**src/rtl/pipe_hazard_fwd_ctrl_pkg.sv**
```systemverilog
// Shared definitions for the hazard/forwarding controller: default register
// address width, stage indices and the shadow-pipeline entry layout.
package pipe_ctrl_pkg;

    localparam int REG_AW  = 4;
    localparam int STG_EXE = 0;
    localparam int STG_MEM = 1;

    typedef struct packed {
        logic [REG_AW-1:0] tag;
        logic              wb;
        logic              rd;
    } tag_entry_t;

endpackage

```
**src/rtl/pipe_hazard_fwd_ctrl_if.sv**
```systemverilog
// ID-stage / pipeline-status bundle between the ARM pipeline and the hazard
// controller. Optional counters appear when HAZ_PERF_CNT_EN is defined.
interface pipe_hazard_fwd_ctrl_if #(
    parameter int REG_AW     = pipe_ctrl_pkg::REG_AW,
    parameter int NUM_SRC    = 2,
    parameter int NUM_STAGES = 3,
    parameter int SEL_W      = $clog2(NUM_STAGES)
);
    logic                      forward_enb;
    logic                      id_valid;
    logic [NUM_SRC*REG_AW-1:0] id_src;
    logic [NUM_SRC-1:0]        id_src_used;
    logic [REG_AW-1:0]         id_dest;
    logic                      id_wb_enb;
    logic                      id_mem_read;
    logic                      branch_taken_exe;
    logic                      mem_ready;
    logic                      hazard;
    logic                      freeze;
    logic                      flush;
    logic [NUM_SRC*SEL_W-1:0]  exe_fwd_sel;
`ifdef HAZ_PERF_CNT_EN
    logic [31:0]               stall_cycles;
    logic [31:0]               fwd_events;
`endif

    modport master (
        output forward_enb, id_valid, id_src, id_src_used, id_dest,
               id_wb_enb, id_mem_read, branch_taken_exe, mem_ready,
        input  hazard, freeze, flush, exe_fwd_sel
`ifdef HAZ_PERF_CNT_EN
             , stall_cycles, fwd_events
`endif
    );

    modport slave (
        input  forward_enb, id_valid, id_src, id_src_used, id_dest,
               id_wb_enb, id_mem_read, branch_taken_exe, mem_ready,
        output hazard, freeze, flush, exe_fwd_sel
`ifdef HAZ_PERF_CNT_EN
             , stall_cycles, fwd_events
`endif
    );

endinterface

```
**src/rtl/pipe_hazard_fwd_ctrl_fwd_select.sv**
```systemverilog
// Youngest-first producer match for one EXE source operand over stages
// MEM..WB; returns the stage index of the nearest writer, or 0 for the RF.
module fwd_select
    import pipe_ctrl_pkg::*;
#(
    parameter int REG_AW     = pipe_ctrl_pkg::REG_AW,
    parameter int NUM_STAGES = 3,
    parameter int SEL_W      = $clog2(NUM_STAGES)
) (
    input  logic                                enb,
    input  logic [REG_AW-1:0]                   src,
    input  logic [NUM_STAGES-1:1][REG_AW-1:0]   tag,
    input  logic [NUM_STAGES-1:1]               wb,
    output logic [SEL_W-1:0]                    sel
);

    // Scan oldest to youngest so the last hit is the youngest producer.
    always_comb begin
        sel = '0;
        if (enb) begin
            for (int k = NUM_STAGES - 1; k >= STG_MEM; k--) begin
                if (wb[k] && (tag[k] == src)) begin
                    sel = SEL_W'(k);
                end
            end
        end
    end

endmodule

```
**src/rtl/pipe_hazard_fwd_ctrl.sv**
```systemverilog
// Hazard, forwarding, freeze and flush controller with its own shadow pipeline
// of destination tags. Define HAZ_PERF_CNT_EN to add stall/forward counters.
module pipe_hazard_fwd_ctrl
    import pipe_ctrl_pkg::*;
#(
    parameter int REG_AW     = pipe_ctrl_pkg::REG_AW,
    parameter int NUM_SRC    = 2,
    parameter int NUM_STAGES = 3,
    parameter int SEL_W      = $clog2(NUM_STAGES)
) (
    input  logic                  clk,
    input  logic                  rst,
    pipe_hazard_fwd_ctrl_if.slave bus
);

    logic [NUM_STAGES-1:0][REG_AW-1:0] tag_q;
    logic [NUM_STAGES-1:0]             wb_q;
    logic [NUM_STAGES-1:0]             rd_q;
    logic [NUM_SRC-1:0][REG_AW-1:0]    exe_src_q;
    logic [NUM_SRC-1:0]                exe_used_q;
    logic [NUM_SRC-1:0][SEL_W-1:0]     fwd_sel;
    logic                              hazard;
    logic                              freeze;
    logic                              load_id;
    logic                              unused_rd;

    // With forwarding, only loads too young to have data stall; without it,
    // every in-flight writer except WB (which writes the RF this cycle) stalls.
    always_comb begin
        hazard = 1'b0;
        for (int j = 0; j < NUM_SRC; j++) begin
            for (int k = 0; k < NUM_STAGES; k++) begin
                if (bus.id_valid && bus.id_src_used[j] && wb_q[k] &&
                    (bus.id_src[j*REG_AW +: REG_AW] == tag_q[k])) begin
                    if (bus.forward_enb) begin
                        if ((k <= NUM_STAGES - 3) && rd_q[k]) hazard = 1'b1;
                    end else if (k <= NUM_STAGES - 2) begin
                        hazard = 1'b1;
                    end
                end
            end
        end
    end

    assign load_id = bus.id_valid & ~hazard & ~bus.branch_taken_exe;
    assign freeze  = hazard | ~bus.mem_ready;

    // Shadow pipeline: holds entirely while memory is busy.
    always_ff @(posedge clk or negedge rst) begin
        if (!rst) begin
            tag_q      <= '0;
            wb_q       <= '0;
            rd_q       <= '0;
            exe_src_q  <= '0;
            exe_used_q <= '0;
        end else if (bus.mem_ready) begin
            for (int k = 1; k < NUM_STAGES; k++) begin
                tag_q[k] <= tag_q[k-1];
                wb_q[k]  <= wb_q[k-1];
                rd_q[k]  <= rd_q[k-1];
            end
            if (load_id) begin
                tag_q[STG_EXE] <= bus.id_dest;
                wb_q[STG_EXE]  <= bus.id_wb_enb;
                rd_q[STG_EXE]  <= bus.id_mem_read;
                exe_src_q      <= bus.id_src;
                exe_used_q     <= bus.id_src_used;
            end else begin
                wb_q[STG_EXE]  <= 1'b0;
                rd_q[STG_EXE]  <= 1'b0;
                exe_used_q     <= '0;
            end
        end
    end

    for (genvar j = 0; j < NUM_SRC; j++) begin : g_fwd
        fwd_select #(
            .REG_AW     (REG_AW),
            .NUM_STAGES (NUM_STAGES),
            .SEL_W      (SEL_W)
        ) u_fwd_select (
            .enb (bus.forward_enb & exe_used_q[j]),
            .src (exe_src_q[j]),
            .tag (tag_q[NUM_STAGES-1:STG_MEM]),
            .wb  (wb_q[NUM_STAGES-1:STG_MEM]),
            .sel (fwd_sel[j])
        );
    end

    assign bus.hazard      = hazard;
    assign bus.freeze      = freeze;
    assign bus.flush       = bus.branch_taken_exe;
    assign bus.exe_fwd_sel = fwd_sel;

    // Load flags past the last load-use stage only travel along with the tag.
    assign unused_rd = ^rd_q[NUM_STAGES-1:NUM_STAGES-2];

`ifdef HAZ_PERF_CNT_EN
    logic [31:0] stall_cnt_q;
    logic [31:0] fwd_cnt_q;

    always_ff @(posedge clk or negedge rst) begin
        if (!rst) begin
            stall_cnt_q <= '0;
            fwd_cnt_q   <= '0;
        end else begin
            if (freeze && (stall_cnt_q != '1)) stall_cnt_q <= stall_cnt_q + 32'd1;
            if (bus.mem_ready && (|fwd_sel) && (fwd_cnt_q != '1)) fwd_cnt_q <= fwd_cnt_q + 32'd1;
        end
    end

    assign bus.stall_cycles = stall_cnt_q;
    assign bus.fwd_events   = fwd_cnt_q;
`endif

endmodule

```
**src/flat_wrapper.sv**
```systemverilog
// flat-port wrapper written by rule: the top's interface ports become plain ports
module pipe_hazard_fwd_ctrl_flat import pipe_ctrl_pkg::*;
#(
    parameter int REG_AW     = pipe_ctrl_pkg::REG_AW,
    parameter int NUM_SRC    = 2,
    parameter int NUM_STAGES = 3,
    parameter int SEL_W      = $clog2(NUM_STAGES)
)
  (clk, rst, bus_forward_enb, bus_id_valid, bus_id_src, bus_id_src_used, bus_id_dest, bus_id_wb_enb, bus_id_mem_read, bus_branch_taken_exe, bus_mem_ready, bus_hazard, bus_freeze, bus_flush, bus_exe_fwd_sel);
  pipe_hazard_fwd_ctrl_if #(.REG_AW(REG_AW), .NUM_SRC(NUM_SRC), .NUM_STAGES(NUM_STAGES), .SEL_W(SEL_W)) bus_i ();
  input  logic clk;
  input  logic rst;
  input wire logic [$bits(bus_i.forward_enb)-1:0] bus_forward_enb;
  input wire logic [$bits(bus_i.id_valid)-1:0] bus_id_valid;
  input wire logic [$bits(bus_i.id_src)-1:0] bus_id_src;
  input wire logic [$bits(bus_i.id_src_used)-1:0] bus_id_src_used;
  input wire logic [$bits(bus_i.id_dest)-1:0] bus_id_dest;
  input wire logic [$bits(bus_i.id_wb_enb)-1:0] bus_id_wb_enb;
  input wire logic [$bits(bus_i.id_mem_read)-1:0] bus_id_mem_read;
  input wire logic [$bits(bus_i.branch_taken_exe)-1:0] bus_branch_taken_exe;
  input wire logic [$bits(bus_i.mem_ready)-1:0] bus_mem_ready;
  output wire logic [$bits(bus_i.hazard)-1:0] bus_hazard;
  output wire logic [$bits(bus_i.freeze)-1:0] bus_freeze;
  output wire logic [$bits(bus_i.flush)-1:0] bus_flush;
  output wire logic [$bits(bus_i.exe_fwd_sel)-1:0] bus_exe_fwd_sel;
  assign bus_i.forward_enb = bus_forward_enb;
  assign bus_i.id_valid = bus_id_valid;
  assign bus_i.id_src = bus_id_src;
  assign bus_i.id_src_used = bus_id_src_used;
  assign bus_i.id_dest = bus_id_dest;
  assign bus_i.id_wb_enb = bus_id_wb_enb;
  assign bus_i.id_mem_read = bus_id_mem_read;
  assign bus_i.branch_taken_exe = bus_branch_taken_exe;
  assign bus_i.mem_ready = bus_mem_ready;
  assign bus_hazard = bus_i.hazard;
  assign bus_freeze = bus_i.freeze;
  assign bus_flush = bus_i.flush;
  assign bus_exe_fwd_sel = bus_i.exe_fwd_sel;
  pipe_hazard_fwd_ctrl #(.REG_AW(REG_AW), .NUM_SRC(NUM_SRC), .NUM_STAGES(NUM_STAGES), .SEL_W(SEL_W)) u_core (.clk(clk), .rst(rst), .bus(bus_i));
endmodule
```
**config.mk**
```make
export PLATFORM = sky130hd
export DESIGN_NAME = pipe_hazard_fwd_ctrl_flat
export DESIGN_NICKNAME = d
export VERILOG_FILES = /design/src/rtl/pipe_hazard_fwd_ctrl_pkg.sv /design/src/rtl/pipe_hazard_fwd_ctrl_if.sv /design/src/rtl/pipe_hazard_fwd_ctrl_fwd_select.sv /design/src/rtl/pipe_hazard_fwd_ctrl.sv /design/src/flat_wrapper.sv
export SDC_FILE = /design/constraint.sdc
export NUM_CORES = 1
export LEC_CHECK = 0
export CORE_ASPECT_RATIO = 1.4
export CORE_MARGIN = 2
export CORE_UTILIZATION = 47
export DETAILED_ROUTE_END_ITERATION = 7
export PLACE_DENSITY = 0.74
export SKIP_CTS_REPAIR_TIMING = 1
export SYNTH_ARGS = -nofsm -noshare
export SYNTH_HDL_FRONTEND = slang
export SYNTH_SLANG_ARGS = --single-unit
```
**constraint.sdc**
```tcl
create_clock -name clk -period 4.1 [get_ports clk]
set_clock_uncertainty 0.2 [all_clocks]
set_input_delay 0.615 -clock clk [delete_from_list [all_inputs] [get_ports clk]]
set_output_delay 0.615 -clock clk [all_outputs]
set_load 0.05 [all_outputs]
```
======== Word level (Yosys, flattened, before mapping) ========
Cells that the tools add are included.
storage, ports and cells
  output and inout port bits .............. 7
  logic and storage cells ................. 58
  bits in registers ....................... 26
  input port bits ......................... 22
operators by class
  mux-type cells .......................... 19
  reduce and logical (&&, ||, !) cells .... 15
  eq/ne operators ......................... 8
  bitwise logic cells ..................... 8
operators with widths
  cell                 number
  $eq A4 B4 Y1         8
  $logic_and A1 B1 Y1  14
  $mux W2              7
  $mux W1              12
  $and A1 B1 Y1        4
  $not A1 Y1           3
  $reduce_and A2 Y1    1
  $or A1 B1 Y1         1

======== Depth between registers and ports, before layout ========
Gate-level depths: netlist of run 1.
  depth in word-level cells ............... 15
  gate-level depth with buffers ........... 7
  gate-level depth less buffers ........... 5

======== Hierarchy ========
Synthesis of run 1 repeated with hierarchy kept, for this count alone.
unflattened totals
  cell total of the unflattened synthesis .. 124
  area, all modules ....................... 1550.2 um2
by module, submodules not included
  module                cells an instance  sequential area each (um2)  times used  area an instance (um2)
  pipe_hazard_fwd_ctrl  96                 650.6                       1           1335.0
  fwd_select            14                 0.0                         2           107.6

======== Worst setup path after synthesis of run 1 ========
Ideal clock, no wire load.
  path type ............................... register to output
  from .................................... reg u_core.tag_q[5] in the netlist's numbering
  to ...................................... out bus_exe_fwd_sel[1]
  path slack .............................. 1.492 ns
  arrival time ............................ 1.793 ns
  stages on the path, launching flop included .. 6
  buffers on the path ..................... 1
  data required time ...................... 3.285 ns
  cell sequence ........................... dfrtp_1 -> buf_6 -> xnor2_1 -> nand2_1 -> nor4_1 -> nor3_1
between the ends
  cells in the longest elaborated chain, start to end .. 4
RTL lines
  element                          RTL line                               text
  start, declared                  pipe_hazard_fwd_ctrl.sv:16             logic [NUM_STAGES-1:0][REG_AW-1:0] tag_q;
  start signal, assigned by index  pipe_hazard_fwd_ctrl.sv:58             tag_q[k] <= tag_q[k-1];
  start signal, assigned by index  pipe_hazard_fwd_ctrl.sv:63             tag_q[STG_EXE] <= bus.id_dest;
  $eq A4 B4 Y1                     pipe_hazard_fwd_ctrl_fwd_select.sv:22  if (wb[k] && (tag[k] == src)) begin
  $logic_and A1 B1 Y1              pipe_hazard_fwd_ctrl_fwd_select.sv:22
  $mux W2                          pipe_hazard_fwd_ctrl_fwd_select.sv:22
  $mux W2                          pipe_hazard_fwd_ctrl_fwd_select.sv:20  if (enb) begin
  end, declared                    flat_wrapper.sv:25                     output wire logic [$bits(bus_i.exe_fwd_sel)-1:0] bus_exe_fwd_sel;
Every way passes these cells.

======== Final worst setup path of run 1 ========
  from .................................... in bus_id_src[2]
  to ...................................... out bus_freeze
between the ends
  cells in the longest elaborated chain, start to end .. 11
  elaborated cells on any way between the ends .. 13
  classes of those cells .................. 2 x eq/ne; 8 x mux; 1 x bitwise; 2 x reduce/logical
RTL lines
  element              RTL line                    text
  start, declared      flat_wrapper.sv:15          input wire logic [$bits(bus_i.id_src)-1:0] bus_id_src;
  $eq A4 B4 Y1         pipe_hazard_fwd_ctrl.sv:34  (bus.id_src[j*REG_AW +: REG_AW] == tag_q[k])) begin
  $logic_and A1 B1 Y1  pipe_hazard_fwd_ctrl.sv:33  if (bus.id_valid && bus.id_src_used[j] && wb_q[k] &&
  $mux W1              pipe_hazard_fwd_ctrl.sv:33
  $mux W1              pipe_hazard_fwd_ctrl.sv:35  if (bus.forward_enb) begin
  $mux W1 (*)          pipe_hazard_fwd_ctrl.sv:33
  $mux W1              pipe_hazard_fwd_ctrl.sv:36  if ((k <= NUM_STAGES - 3) && rd_q[k]) hazard = 1'b1;
  $mux W1              pipe_hazard_fwd_ctrl.sv:35
  $mux W1 (*)          pipe_hazard_fwd_ctrl.sv:33
  $mux W1              pipe_hazard_fwd_ctrl.sv:35
  $mux W1 (*)          pipe_hazard_fwd_ctrl.sv:33
  $or A1 B1 Y1 (*)     pipe_hazard_fwd_ctrl.sv:46  assign freeze = hazard | ~bus.mem_ready;
  end, declared        flat_wrapper.sv:23          output wire logic [$bits(bus_i.freeze)-1:0] bus_freeze;
Mark *: on every way between the ends. The rest lies on a longest branch, timed or not.

==> qor.txt, run 1 <==
outcome = finished clean
post-route setup TNS = 0 ns
clock slew seen by the registers of the worst setup and hold paths = 0.09 ns
crit path time final = 3.59 ns
Setup crit end kind = output port
net count of the finished layout = 176
most used flip-flop cell after synthesis = sky130_fd_sc_hd__dfrtp_1
number of global-route vias before repair = 1130
worst setup path category = input port to output port
kind of start point of the critical path = input port
detailed-placement wirelength estimate = 2.43 mm
Num CTS Buffers = 3
x dimension of the die = 53.0 um
first-pass GRT wire length = 5.22 mm
sequential area share after synthesis = 0.412
final-report hold violation count = 0
Post-Syn Area per Cell = 12.4 sq um
Peak Freq = 279 MHz
Net Count, Synth = 149
Design Area, Final = 1890 sq um
number of H-tree branching levels = 1
Cells after Synth = 127
Initial DRT Pass Iterations = 4
mapped cell area = 1580 sq um
Relative slew margins = 0.226
delay contributed by the slowest stage of the critical path = 0.80 ns
final routed wire length divided by cell count = 16.2 um
count of input and output buffers = 28
CP max stage cell = sky130_fd_sc_hd__clkdlybuf4s50_1
effective utilization at floorplan = 0.500
number of buffers on the longest clock path = 2
clock latency on the worst-skew pair = 0.27 ns
cell family with the largest share of critical-path delay = buffers and inverters
Std-Cell Rows = 24
worst ir drop on vdd = 0.285 mV
setup repair after global routing missed its margin = no
cell types occupying the most area after synthesis = sky130_fd_sc_hd__dfrtp_1 (41%), sky130_fd_sc_hd__xnor2_1 (12%), sky130_fd_sc_hd__mux2_4 (9.5%)
utilization after layout = 0.599
number of setup violations in the final report = 0
static leakage power = 0.000763 uW
total of warnings raised by yosys = 0
worst slack on hold paths = 0.371 ns
Core Footprint = 3150 sq um
initial detailed-routing violation count = 18
diodes inserted = 0
number of clock sinks seen by CTS = 26
path category of the worst min-delay check = flop to flop
data arrival time at the worst-slack endpoint = 2.77 ns
number of storage elements in the synthesis netlist = 26
worst slack at placement = 0.518 ns
Post-synth EDFFs = 0
total via count after detailed routing = 1042
total placed instance area = 1850 sq um
total power divided by cell area = 389 nW/um^2
share of cells above drive strength 1 = 0.243
cell breakdown of the critical path = clkdlybuf4s50_1, xor2_1, nor4_1, and3_4, nor3_1, nand2_1, clkdlybuf4s50_1
final antenna-violating net count = 0
count of fill cells added during filler insertion = 288
Most common cell on crit path = sky130_fd_sc_hd__clkdlybuf4s50_1
maximum number of pins on one net before global-route repair = 27
synth-to-layout area growth = 19.7%
post-route fraction of the period consumed by the critical path = 0.875
root buffer cell = sky130_fd_sc_hd__clkbuf_8
Final Slew Violations = 0
detailed-route DRC error count = 0
number of top-level pins = 29
Die Y-Extent = 72.6 um
total gr overflow = 0
antenna violations before repair = 0
portion of synthesized cell area occupied by the leading cell type = 0.412
leading area contributor after synthesis = sky130_fd_sc_hd__dfrtp_1
cell with the most instances after synthesis = sky130_fd_sc_hd__dfrtp_1
area of the die = 3840 sq um
Distinct cells, synth = 28
Placer Congestion = 0.857
overall fraction of global-route tracks in use = 0.185
wirelength, routed = 3.10 mm
leading post-synthesis cells by instance count = sky130_fd_sc_hd__dfrtp_1 (26), sky130_fd_sc_hd__xnor2_1 (21), sky130_fd_sc_hd__mux2_2 (12)
total buffers and inverters traversed by the critical path = 2
largest driver fanout on the critical path = 3
max-cap violations = 0
Async SR Flop Fraction = 1.00
worst endpoint required time = 3.28 ns
clock tree from TritonCTS = built
mean number of vias per cell = 5.46
transition at the pin with the smallest max-transition slack = 1.16 ns
slack of the critical path = 0.513 ns
-- layout by cell type, fill, tap and decap left out, types with 3 or more instances in the layout --
| master | n |
|---|---|
| sky130_fd_sc_hd__xnor2_1 | 21 |
| sky130_fd_sc_hd__mux2_2 | 12 |
| sky130_fd_sc_hd__and3_1 | 3 |
| sky130_fd_sc_hd__nor2b_1 | 4 |
| sky130_fd_sc_hd__nand2_1 | 5 |
| sky130_fd_sc_hd__nor4_1 | 4 |
| sky130_fd_sc_hd__nand4_1 | 4 |
| sky130_fd_sc_hd__nor3_1 | 3 |
| sky130_fd_sc_hd__a31o_2 | 4 |
| sky130_fd_sc_hd__mux2_4 | 10 |
| sky130_fd_sc_hd__xor2_1 | 11 |
| sky130_fd_sc_hd__clkdlybuf4s50_1 | 28 |
| sky130_fd_sc_hd__dfrtp_1 | 26 |
| sky130_fd_sc_hd__clkbuf_8 | 3 |
-- registers in the layout, indices dropped and copies added, names as in the netlist --
signal,flops
u_core.tag_q,12
u_core.wb_q,3
u_core.exe_used_q,2
u_core.rd_q,1
u_core.exe_src_q,8
-- logic make-up (layout without fill, tap and decap cells) --
logic type             after synthesis  after routing  share of synthesized area
flip-flops                          26             26                      0.412
AND/OR/NAND/NOR                     30             30                      0.132
multiplexers                        22             22                      0.181
XOR/XNOR                            32             32                      0.178
AO/OA/AOI/OAI                        7              7                     0.0452
buffers and inverters               10             35                     0.0523
-- cell type report --
type                            count  area (sq um)  share of cell area
Clock buffer                        3          41.3              0.0219
Inverter                            2          7.51             0.00398
Multi-Input combinational cell     91           845               0.447
Sequential cell                    26           651               0.345
Tap cell                           39          48.8              0.0258
Timing Repair Buffer               30           295               0.156
-- power breakdown --
group | internal (uW) | switching (uW) | total, uW
Sequential | 303 | 66.1 | 369
Combinational | 137 | 86.3 | 223
Clock | 65.9 | 77.1 | 143
Total | 506 | 229 | 735
-- final timing paths --
| check | start | to | slack (ns) | cells after the start |
|---|---|---|---|---|
| worst min-delay path | u_core.wb_q[2] | u_core.wb_q[2] | 0.37 | 1 |
| worst min register to register | u_core.wb_q[2] | u_core.wb_q[2] | 0.37 | 1 |
| min in group asynchronous | rst | u_core.tag_q[9] | 0.75 | 1 |
| max in group asynchronous | rst | u_core.exe_src_q[0] | 2.25 | 1 |
| worst max-delay path | bus_id_src[2] | bus_freeze | 0.51 | 7 |
| worst max register to register | u_core.tag_q[7] | u_core.exe_src_q[3] | 1.67 | 6 |
-- per-layer routing --
metal / wire, um / vias up / global-route usage
li1: - / 494 / -
met1: 1260 / 517 / 0.233
met2: 1650 / 24 / 0.315
met3: 104 / 7 / 0.0206
met4: 81 / 0 / 0.0826
met5: 0 / - / 0
-- worst register-to-register path: stages (launching register included) --
cell and delay, ns:
sky130_fd_sc_hd__dfrtp_1 0.49, sky130_fd_sc_hd__xor2_1 0.20, sky130_fd_sc_hd__nor4_1 0.07, sky130_fd_sc_hd__and3_4 0.19, sky130_fd_sc_hd__nor4_4 0.54, sky130_fd_sc_hd__buf_4 0.31
sky130_fd_sc_hd__mux2_4 0.31
-- through the flow --
stage / total power [uW] / cells
after floorplan: 547 / 127
after global placement: 591 / 188
after detailed placement: 598 / 188
after CTS: 743 / 191
after global routing: 777 / 191
final: 735 / 191
Power figures use the tool's default switching activity.
==> inputs of run 2 (changes only) <==
--- a/config.mk
+++ b/config.mk
@@ -5,7 +5,7 @@
 export SDC_FILE = /design/constraint.sdc
 export NUM_CORES = 1
 export LEC_CHECK = 0
-export CORE_ASPECT_RATIO = 1.4
+export CORE_ASPECT_RATIO = 0.6
 export CORE_MARGIN = 2
 export CORE_UTILIZATION = 47
 export DETAILED_ROUTE_END_ITERATION = 7
==> qor.txt, run 2 (synthesis results as in run 1) <==
outcome = finished clean (unchanged)
number of H-tree branching levels = 1 (unchanged)
number of clock sinks seen by CTS = 26 (unchanged)
Setup crit end kind = output port (unchanged)
delay contributed by the slowest stage of the critical path = 0.82 ns (was 0.80 ns)
Num CTS Buffers = 3 (unchanged)
sequential cell area = 651 sq um (unchanged)
Initial DRT Pass Iterations = 4 (unchanged)
post-route fraction of the period consumed by the critical path = 0.894 (was 0.875)
total via count after detailed routing = 1031 (was 1042)
kind of start point of the critical path = input port (unchanged)
effective utilization at floorplan = 0.490 (was 0.500)
number of global-route vias before repair = 1071 (was 1130)
total buffers and inverters traversed by the critical path = 2 (unchanged)
worst endpoint required time = 3.28 ns (about the same)
cell family with the largest share of critical-path delay = buffers and inverters (unchanged)
slack of the critical path = 0.434 ns (was 0.513 ns)
clock slew seen by the registers of the worst setup and hold paths = 0.08 ns (was 0.09 ns)
setup repair after global routing missed its margin = no (unchanged)
CP max stage cell = sky130_fd_sc_hd__clkdlybuf4s50_1 (unchanged)
synth-to-layout area growth = 21.0% (was 19.7%)
worst setup path category = input port to output port (unchanged)
first-pass GRT wire length = 5.44 mm (was 5.22 mm)
path category of the worst min-delay check = flop to flop (unchanged)
area of the die = 3850 sq um (was 3840 sq um)
largest registers ranked by flip-flop count = u_core.tag_q x12, u_core.exe_src_q x8, u_core.wb_q x3 (unchanged)
static leakage power = 0.000770 uW (was 0.000763 uW)
share of cells above drive strength 1 = 0.248 (was 0.243)
worst ir drop on vdd = 0.204 mV (was 0.285 mV)
detailed-placement wirelength estimate = 2.52 mm (was 2.43 mm)
crit path time final = 3.67 ns (was 3.59 ns)
root buffer cell = sky130_fd_sc_hd__clkbuf_8 (unchanged)
Final Slew Violations = 0 (unchanged)
diodes inserted = 0 (unchanged)
most frequent standard cell in the layout excluding fill and tap cells = sky130_fd_sc_hd__clkdlybuf4s50_1 (unchanged)
total gr overflow = 0 (unchanged)
Placer Congestion = 0.829 (was 0.857)
maximum number of pins on one net before global-route repair = 27 (unchanged)
antenna violations before repair = 0 (unchanged)
final antenna-violating net count = 0 (unchanged)
Peak Freq = 273 MHz (was 279 MHz)
count of input and output buffers = 28 (unchanged)
final-report hold violation count = 0 (unchanged)
number of setup violations in the final report = 0 (unchanged)
transition at the pin with the smallest max-transition slack = 1.13 ns (was 1.16 ns)
switching power total = 242 uW (was 229 uW)
data arrival time at the worst-slack endpoint = 2.85 ns (was 2.77 ns)
internal power = 526 uW (was 506 uW)
share of total power in combinational logic = 0.300 (was 0.303)
clock latency on the worst-skew pair = 0.27 ns (about the same)
Die Y-Extent = 48.9 um (was 72.6 um)
Net Sw Frac = 0.315 (was 0.312)
commonest cells after routing, fill and taps aside = sky130_fd_sc_hd__clkdlybuf4s50_1 (28), sky130_fd_sc_hd__dfrtp_1 (26), sky130_fd_sc_hd__xnor2_1 (21) (unchanged)
Most common cell on crit path = sky130_fd_sc_hd__clkdlybuf4s50_1 (unchanged)
Core Footprint = 3220 sq um (was 3150 sq um)
number of top-level pins = 29 (unchanged)
final routed wire length divided by cell count = 16.4 um (was 16.2 um)
x dimension of the die = 78.8 um (was 53.0 um)
clock group share of total power = 0.217 (was 0.195)
total power divided by cell area = 402 nW/um^2 (was 389 nW/um^2)
overall fraction of global-route tracks in use = 0.185 (about the same)
number of buffers on the longest clock path = 2 (unchanged)
max-cap violations = 0 (unchanged)
Std-Cell Rows = 16 (was 24)
largest driver fanout on the critical path = 3 (unchanged)
clock tree from TritonCTS = built (unchanged)
utilization after layout = 0.592 (was 0.599)
detailed-route DRC error count = 0 (unchanged)
cell breakdown of the critical path = clkdlybuf4s50_1, xnor2_1, o2111ai_2, o22ai_2, nor3_1, nand2_1, clkdlybuf4s50_1 (was clkdlybuf4s50_1, xor2_1, nor4_1, and3_4, nor3_1, nand2_1, clkdlybuf4s50_1)
area taken by multi-input logic gates = 845 sq um (unchanged)
proportion of power drawn by flip-flops and latches = 0.484 (was 0.502)
wirelength, routed = 3.25 mm (was 3.10 mm)
top register by number of flip-flops = u_core.tag_q (unchanged)
mean number of vias per cell = 5.21 (was 5.46)
count of fill cells added during filler insertion = 260 (was 288)
initial detailed-routing violation count = 59 (was 18)
Relative slew margins = 0.242 (was 0.226)
worst slack at placement = 0.471 ns (was 0.518 ns)
net count of the finished layout = 176 (unchanged)
post-route setup TNS = 0 ns (unchanged)
flip-flop count of the largest register after layout = 12 (unchanged)
run 2: power by group through the flow:
stage | Combinational, uW | Clock, uW | Sequential (uW)
floorplan | 201 | 0 | 346
global placement | 226 | 0 | 372
detailed placement | 227 | 0 | 375
CTS | 230 | 171 | 371
global route | 249 | 179 | 379
finish | 230 | 166 | 371
run 2: worst register-to-register path, cell delays in order (launching register included):
cell and delay (ns):
sky130_fd_sc_hd__dfrtp_1 0.50, sky130_fd_sc_hd__xor2_1 0.23, sky130_fd_sc_hd__nor4_1 0.08, sky130_fd_sc_hd__and3_4 0.19, sky130_fd_sc_hd__nor4_4 0.55, sky130_fd_sc_hd__buf_4 0.30, sky130_fd_sc_hd__mux2_4 0.32
run 2: metal layers:
layer  wire length [um]  GRT usage  vias up
met1               1660      0.262      504
li1                   -          -      497
met4                 36     0.0351        0
met5                  0          0        -
met2               1380      0.285       24
met3                165     0.0537        6
run 2: final cells by class:
cell class                      instances  area share
Multi-Input combinational cell         91       0.442
Sequential cell                        26       0.341
Timing Repair Buffer                   30       0.155
Tap cell                               45      0.0295
Clock buffer                            4      0.0288
Inverter                                2     0.00393
run 2: worst paths after layout:
path / from / slack, ns / cells past startpoint / end
worst max-delay path: bus_id_src[3] / 0.43 / 7 / bus_freeze
worst min-delay path: u_core.wb_q[2] / 0.35 / 1 / u_core.wb_q[2]
max in group asynchronous: rst / 2.28 / 1 / u_core.exe_used_q[0]
min in group asynchronous: rst / 0.74 / 1 / u_core.tag_q[11]
worst max register to register: u_core.tag_q[4] / 1.62 / 6 / u_core.tag_q[2]
worst min register to register: u_core.wb_q[2] / 0.35 / 1 / u_core.wb_q[2]
run 2: stage by stage:
step                hold slack (ns)  total power (uW)  cell area [sq um]  std cells
finish                        0.353               767               1910        198
global placement              0.332               598               1850        194
floorplan                     0.119               547               1580        127
detailed placement            0.337               602               1850        194
global route                  0.404               807               1910        198
CTS                           0.358               771               1910        198
